[src/rtl/prog_loader_if.sv]
// Byte-stream input and instruction-memory write port of the boot loader.
// The loader uses the slave modport; the byte source and imem use master.
interface prog_loader_if #(
  parameter int ADDR_W = 8
);
  logic [7:0]  rx_data;
  logic        rx_valid;
  logic        rx_ready;
  logic        imem_we;
  logic [31:0] imem_addr;
  logic [31:0] imem_wdata;

  modport slave (
    input  rx_data,
    input  rx_valid,
    output rx_ready,
    output imem_we,
    output imem_addr,
    output imem_wdata
  );

  modport master (
    output rx_data,
    output rx_valid,
    input  rx_ready,
    input  imem_we,
    input  imem_addr,
    input  imem_wdata
  );
endinterface

[src/rtl/prog_loader.sv]
// Boot-time program loader: takes a little-endian word count followed by that many
// instruction words, writes them to imem and then releases the core from reset.
module prog_loader #(
  parameter int ADDR_W = 8
) (
  input  logic               clk,
  input  logic               reset,
  prog_loader_if.slave       bus,
  output logic               core_reset,
  output logic               done,
  output logic               error
);

  typedef enum logic [2:0] {
    S_HDR,
    S_LOAD,
    S_FLUSH,
    S_RUN,
    S_ERR
  } state_e;

  state_e            state_q, state_d;
  logic [1:0]        byteIdx_q, byteIdx_d;
  logic [ADDR_W:0]   wordIdx_q, wordIdx_d;
  logic [31:0]       count_q, count_d;
  logic [31:0]       wordBuf_q, wordBuf_d;
  logic              imemWe_q, imemWe_d;
  logic [31:0]       imemAddr_q, imemAddr_d;
  logic [31:0]       imemWdata_q, imemWdata_d;

  logic              rxReady;
  logic              accept;
  logic [31:0]       fullWord;
  logic              badCount;

  assign rxReady  = (state_q == S_HDR) || (state_q == S_LOAD);
  assign accept   = bus.rx_valid && rxReady;
  // The 4th byte is used straight off the bus so the word is complete on its accept cycle.
  assign fullWord = {bus.rx_data, wordBuf_q[23:0]};
  // 33-bit compare keeps a count near 2**32 from wrapping past the capacity check.
  assign badCount = (fullWord == 32'd0) ||
                    ({1'b0, fullWord} > (33'd1 << ADDR_W));

  always_ff @(posedge clk) begin
    if (reset) begin
      state_q     <= S_HDR;
      byteIdx_q   <= 2'd0;
      wordIdx_q   <= '0;
      count_q     <= 32'd0;
      wordBuf_q   <= 32'd0;
      imemWe_q    <= 1'b0;
      imemAddr_q  <= 32'd0;
      imemWdata_q <= 32'd0;
    end else begin
      state_q     <= state_d;
      byteIdx_q   <= byteIdx_d;
      wordIdx_q   <= wordIdx_d;
      count_q     <= count_d;
      wordBuf_q   <= wordBuf_d;
      imemWe_q    <= imemWe_d;
      imemAddr_q  <= imemAddr_d;
      imemWdata_q <= imemWdata_d;
    end
  end

  always_comb begin
    state_d     = state_q;
    byteIdx_d   = byteIdx_q;
    wordIdx_d   = wordIdx_q;
    count_d     = count_q;
    wordBuf_d   = wordBuf_q;
    imemWe_d    = 1'b0;
    imemAddr_d  = imemAddr_q;
    imemWdata_d = imemWdata_q;

    if (accept) begin
      wordBuf_d[8*byteIdx_q +: 8] = bus.rx_data;
      byteIdx_d = byteIdx_q + 2'd1;
    end

    unique case (state_q)
      S_HDR: begin
        if (accept && (byteIdx_q == 2'd3)) begin
          if (badCount) begin
            state_d = S_ERR;
          end else begin
            state_d   = S_LOAD;
            count_d   = fullWord;
            wordIdx_d = '0;
          end
        end
      end
      S_LOAD: begin
        if (accept && (byteIdx_q == 2'd3)) begin
          imemWe_d    = 1'b1;
          imemWdata_d = fullWord;
          imemAddr_d  = {{(30-ADDR_W){1'b0}}, wordIdx_q[ADDR_W-1:0], 2'b00};
          wordIdx_d   = wordIdx_q + 1'b1;
          if (32'(wordIdx_q) == (count_q - 32'd1)) begin
            state_d = S_FLUSH;
          end
        end
      end
      S_FLUSH: state_d = S_RUN;
      S_RUN:   state_d = S_RUN;
      S_ERR:   state_d = S_ERR;
      default: state_d = S_HDR;
    endcase
  end

  assign bus.rx_ready   = rxReady;
  assign bus.imem_we    = imemWe_q;
  assign bus.imem_addr  = imemAddr_q;
  assign bus.imem_wdata = imemWdata_q;
  assign core_reset     = (state_q != S_RUN);
  assign done           = (state_q == S_RUN);
  assign error          = (state_q == S_ERR);

endmodule
[src/flat_wrapper.sv]
// flat-port wrapper written by rule: the top's interface ports become plain ports
module prog_loader_flat 
#(
  parameter int ADDR_W = 8
)
  (clk, reset, core_reset, done, error, bus_rx_data, bus_rx_valid, bus_rx_ready, bus_imem_we, bus_imem_addr, bus_imem_wdata);
  prog_loader_if #(.ADDR_W(ADDR_W)) bus_i ();
  input  logic clk;
  input  logic reset;
  output logic core_reset;
  output logic done;
  output logic error;
  input wire logic [$bits(bus_i.rx_data)-1:0] bus_rx_data;
  input wire logic [$bits(bus_i.rx_valid)-1:0] bus_rx_valid;
  output wire logic [$bits(bus_i.rx_ready)-1:0] bus_rx_ready;
  output wire logic [$bits(bus_i.imem_we)-1:0] bus_imem_we;
  output wire logic [$bits(bus_i.imem_addr)-1:0] bus_imem_addr;
  output wire logic [$bits(bus_i.imem_wdata)-1:0] bus_imem_wdata;
  assign bus_i.rx_data = bus_rx_data;
  assign bus_i.rx_valid = bus_rx_valid;
  assign bus_rx_ready = bus_i.rx_ready;
  assign bus_imem_we = bus_i.imem_we;
  assign bus_imem_addr = bus_i.imem_addr;
  assign bus_imem_wdata = bus_i.imem_wdata;
  prog_loader #(.ADDR_W(ADDR_W)) u_core (.clk(clk), .reset(reset), .bus(bus_i), .core_reset(core_reset), .done(done), .error(error));
endmodule
[config.mk]
export PLATFORM = sky130hd
export DESIGN_NAME = prog_loader_flat
export DESIGN_NICKNAME = d
export VERILOG_FILES = /design/src/rtl/prog_loader_if.sv /design/src/rtl/prog_loader.sv /design/src/flat_wrapper.sv
export SDC_FILE = /design/constraint.sdc
export NUM_CORES = 1
export LEC_CHECK = 0
export CAP_MARGIN = 20
export CORE_UTILIZATION = 50
export CTS_CLUSTER_DIAMETER = 30
export DETAILED_ROUTE_END_ITERATION = 10
export PLACE_DENSITY = 0.75
export SYNTH_ARGS = -nofsm -noshare
export SYNTH_HDL_FRONTEND = slang
export SYNTH_SLANG_ARGS = --single-unit
export TNS_END_PERCENT = 50
[constraint.sdc]
create_clock -name clk -period 3.84 [get_ports clk]
set_clock_uncertainty 0.1 [all_clocks]
set_input_delay 0.768 -clock clk [delete_from_list [all_inputs] [get_ports clk]]
set_output_delay 0.768 -clock clk [all_outputs]
set_load 0.02 [all_outputs]
Word level (Yosys, flattened, before mapping)
Cells that the tools add are included.
- register bits: 119
- input port bits: 11
- add/subtract/negate cells: 4
- $lt $le $gt $ge: 1
- eq/ne operators: 11
- shift-type cells: 2
- muxes and demuxes: 11
- bitwise gates (word level): 2
- reductions and logical operators: 13
- operator list (kind ; number):
    negation 5 -> 34 bit ; 1
    variable shift 8 x 34 -> 32 bit, first input constant ; 1
    variable part select 8 x 34 -> 32 bit ; 1
    bitwise mux 32 bit ; 1
    == test 9 x 32 -> 1 bit ; 1
    greater-than comparator 32 x 9 -> 1 bit, second input constant ; 1
    zero test 32 bit ; 1
    subtractor 32 x 1 -> 32 bit, second input constant ; 1
    two-way mux 9 bit ; 3
    case mux 9 bit (2 select lines) ; 1
    two-way mux 3 bit ; 4
    case mux 3 bit (4 select lines) ; 1
    adder 9 x 1 -> 9 bit, second input constant ; 1
    inequality test 2 bit, second input constant ; 4
    == test 3 x 2 -> 1 bit, second input constant ; 2
    AND reduction 3 bit ; 2
    AND reduction 4 bit ; 1
    OR reduction 2 bit ; 2
    == test 3 x 1 -> 1 bit, second input constant ; 1
    == test 3 bit, second input constant ; 1
    zero test 3 bit ; 1
    inequality test 3 x 2 -> 1 bit, second input constant ; 1
    adder 2 x 1 -> 2 bit, second input constant ; 1
    == test 2 bit, second input constant ; 1
    other kinds (6) ; 9

Longest topological paths before layout
- depth after elaboration: 6
- mapped depth: 10

Least setup slack after synthesis
Ideal clock, no wire load.
- path type: input to register
- start: input port bus_rx_data[2]
- end: register u_core.wordIdx_q[1]
- arrival time: 2.347 ns
- data required time: 3.670 ns
- setup slack: 1.323 ns
- stages: 7
- buffers on the path: 1
- cells stage by stage: nor4_1 -> nand4_1 -> nor4b_4 -> a31oi_1 -> buf_2 -> or3b_1 -> a21oi_1
- longest elaborated chain between the ends: 4
- elaborated cells on any way between the ends: 5
- RTL lines (what ; RTL line ; text):
    start: declaration ; flat_wrapper.sv:13 ; input wire logic [$bits(bus_i.rx_data)-1:0] bus_rx_data;
    greater-than comparator 32 x 9 -> 1 bit or zero test 32 bit (tied branches) ; prog_loader.sv:42, prog_loader.sv:41 ;
    logical OR 1 bit * ; prog_loader.sv:41 ; assign badCount = (fullWord == 32'd0) ||
    inequality test 2 bit (no source line) * ; -- ;
    AND reduction 4 bit (no source line) * ; -- ;
    end signal: assignment ; prog_loader.sv:57 ; wordIdx_q <= wordIdx_d;
    end: declaration ; prog_loader.sv:24 ; logic [ADDR_W:0] wordIdx_q, wordIdx_d;
Mark *: on every way between the ends. The rest lies on a longest branch, timed or not.
A chain may end at the register's enable or synchronous reset.

Final worst setup path
- start: input port bus_rx_data[0]
- end: register u_core.wordIdx_q[6]
The elaborated chain is that of the path after synthesis.

==> results.tsv <==
metric	value	unit
status	complete, no violations	
Worst Hold Class	reg2reg	
Synth Cell Area	4910	µm²
met1 WL	5065	µm
routed wl met2	5369	µm
number of antenna diodes	0	
WS Path Type	in2reg	
Clock transition at path regs	0.11	ns
post-synth top area share	0.4526	
Setup Buffers After CTS	0	
CP Launch Type	primary input	
Post-synth EDFFs	0	
Synth async-reset ratio	0	
clk buf depth	2	
Synth area leader	dfxtp_1	
area of the core	9371	µm²
layout cell share with drive strength beyond 1	0.05024	
post-synthesis instance total	595	
Synth Flop Type	dfxtp_1	
Fillers	865	
CTS resizes	0	
Post-Synth Adder-Cell Area	0.01784	
num rows	35	
Port Buf Inserts	55	
Area Overhead vs Synth	14.55	%
minimum clock period	3.191	ns
CTS tree	yes	
Max rail drop VDD	0.2504	mV
post-DP HPWL	8204	µm
CTS buffer count	9	
Hold Slack	0.3587	ns
Worst setup startpoint	bus_rx_data[0]	
top routing layer used	met4	
worst-skew pair later-pin latency	0.37	ns
WP data required	4.04	ns
synth cell count leaders	120 x nand2_1, 111 x dfxtp_1, 69 x a21oi_1, 32 x nand3_1	
Synth Area in Compound Gates	0.1333	
Final Hold Viols	0	
DRC Markers	0	
Final WS setup	0.6492	ns
Slew headroom	0.3876	
PD cells	349.8	nW/µm²
clock sinks	111	
die area	10220	µm²
simple-gate share of the synthesized area	0.2793	
GP Congestion	0.9389	
Synth area leaders	dfxtp_1 45%, nand2_1 9.2%, a21oi_1 7.0%	
initial antenna violation count	0	
Synth Warn #	0	
post-synthesis xor/xnor area fraction	0.01962	
Seq/Total Area, Yosys	0.4526	
syn_area_per_cell	8.252	µm²
mux cell area share after synthesis	0.02243	
Top Ports	80	
R2R Setup Slk	1.12	ns
Critical Path AT	3.39	ns
CTS Hold Bufs	0	
FF+latch count, synth	111	
worst hold path startpoint	u_core.bus.imem_wdata[19]$_SDFFE_PP0P_	
layout net count	650	
DR vias/cell	5.587	
Pleak	2.020	nW
Synth cell types	56	
Max Fclk	313.4	MHz
endpoints failing setup	0	
Post-Route WL	11330	µm
Non-Filler Instances	766	
TritonRoute pass-1 iters	4	
main combinational cell family by area after synthesis	simple AND/OR/NAND/NOR gates	
DRC violation total after the first TritonRoute iteration	169	
worst-margin pin slew	0.9144	ns
pre-CTS setup slack	0.3173	ns
Die Y-Extent	101.1	µm
WL/cell	14.79	µm
H-tree Lvls	3	
Vias	4280	
number of global-route vias before repair	3962	
crit-path max FO	13	
Max Slew Vio Count	0	
Starting Density	0.5239	
Tot GR Track Use	0.2316	
Root Buffer	clkbuf_8	
gr ovfl total	0	
max_cap viols	0	
first-pass GRT wire length	18690	µm
DP Cell Count	750	
Critical R2R Launch	u_core.wordBuf_q[2]$_SDFFE_PP0P_	
top-count cell post-synth	nand2_1	
met3 wire length	728	µm
Die X	101.1	µm
ANT nets after route	0	
critical path capture point type	flip-flop	
RSZ-0062 raised after global routing	false	
largest net degree at the start of global routing	60	
Sum Neg Setup Slack	0	ns
final worst-path cycle share	0.8309	
[worst paths after layout]
check                           depth (start not counted)                                      to
worst min-delay path                                    2  u_core.bus.imem_wdata[19]$_SDFFE_PP0P_
worst min register to register                          2  u_core.bus.imem_wdata[19]$_SDFFE_PP0P_
worst max register to register                          6        u_core.wordIdx_q[6]$_SDFFE_PP0P_
worst max-delay path                                    7        u_core.wordIdx_q[6]$_SDFFE_PP0P_
[per-layer routing]
layer,vias to the layer above,GRT usage
met2,152,0.3789
met5,-,0
met3,15,0.04508
met4,0,0.07692
met1,2013,0.3060
li1,2100,-
[sequential cells by signal, indices dropped and copies added (netlist names)]
name                   count
u_core.bus.imem_addr       8
u_core.bus.imem_wdata     32
u_core.bus.imem_we         1
u_core.byteIdx_q           2
u_core.count_q            32
u_core.state_q             3
u_core.wordBuf_q          24
u_core.wordIdx_q           9
[cell usage in the layout, fill, tap and decap left out, types with 3 or more instances in the layout]
cell and instances:
o21ai_0 9, or4_1 8, and2_1 21, nand2_1 120, xnor2_1 5, buf_4 7, ha_1 7, nor3b_1 4
conb_1 24, clkbuf_8 11, xor2_1 6, nor4_2 3, or3_1 3, nor4_1 12, clkdlybuf4s50_1 54, dfxtp_1 111
a31oi_1 5, nand4_1 10, mux2i_1 11, nand3_1 32, nor2_1 29, inv_1 11, o31ai_1 3, nor3_1 12
a21oi_1 69, and3_1 6
[kinds of logic (layout without fill, tap and decap cells)]
logic type,after synthesis,in the layout
xor+xnor,11,11
flops,111,111
fa+ha+maj,7,7
compound gates,110,110
other cells,1,24
simple gates,274,274
mux,11,11
buf+inv,70,89
[worst max-delay path: stages]
cell	delay, ns
clkdlybuf4s50_1	0.50
nor4_1	0.32
nand4_1	0.21
nor4b_4	0.44
a31oi_1	0.40
or4_1	0.61
a21boi_1	0.14
[through the flow]
step / util / instance area (µm²) / total power [mW]
2_1_floorplan: - / 4996 / 1.296
3_3_place_gp: 0.5797 / 5433 / 1.310
3_5_place_dp: 0.5797 / 5433 / 1.313
4_1_cts: 0.6001 / 5624 / 1.980
5_1_grt: 0.6001 / 5624 / 2.044
6_report: 0.6001 / 5624 / 1.967
[layout make-up]
cell class,count,area [µm²],share of cell area
clock buffers,11,151.4,0.02692
clock inverters,5,40.04,0.007119
inverters,11,41.29,0.007341
multi-input cells,437,2410,0.4285
flip-flops and latches,111,2222,0.3951
well taps,129,161.4,0.02870
repair buffers,62,598.1,0.1063
[report_power, final]
| part | leakage [nW] | total [mW] | switching [mW] | internal, mW |
|---|---|---|---|---|
| clock network | 0.100 | 0.679 | 0.400 | 0.278 |
| registers | 0.894 | 1.17 | 0.00962 | 1.16 |
| logic | 1.03 | 0.121 | 0.0865 | 0.0344 |
| total | 2.02 | 1.97 | 0.496 | 1.47 |
Note: power is estimated with default switching activity, not from simulation.
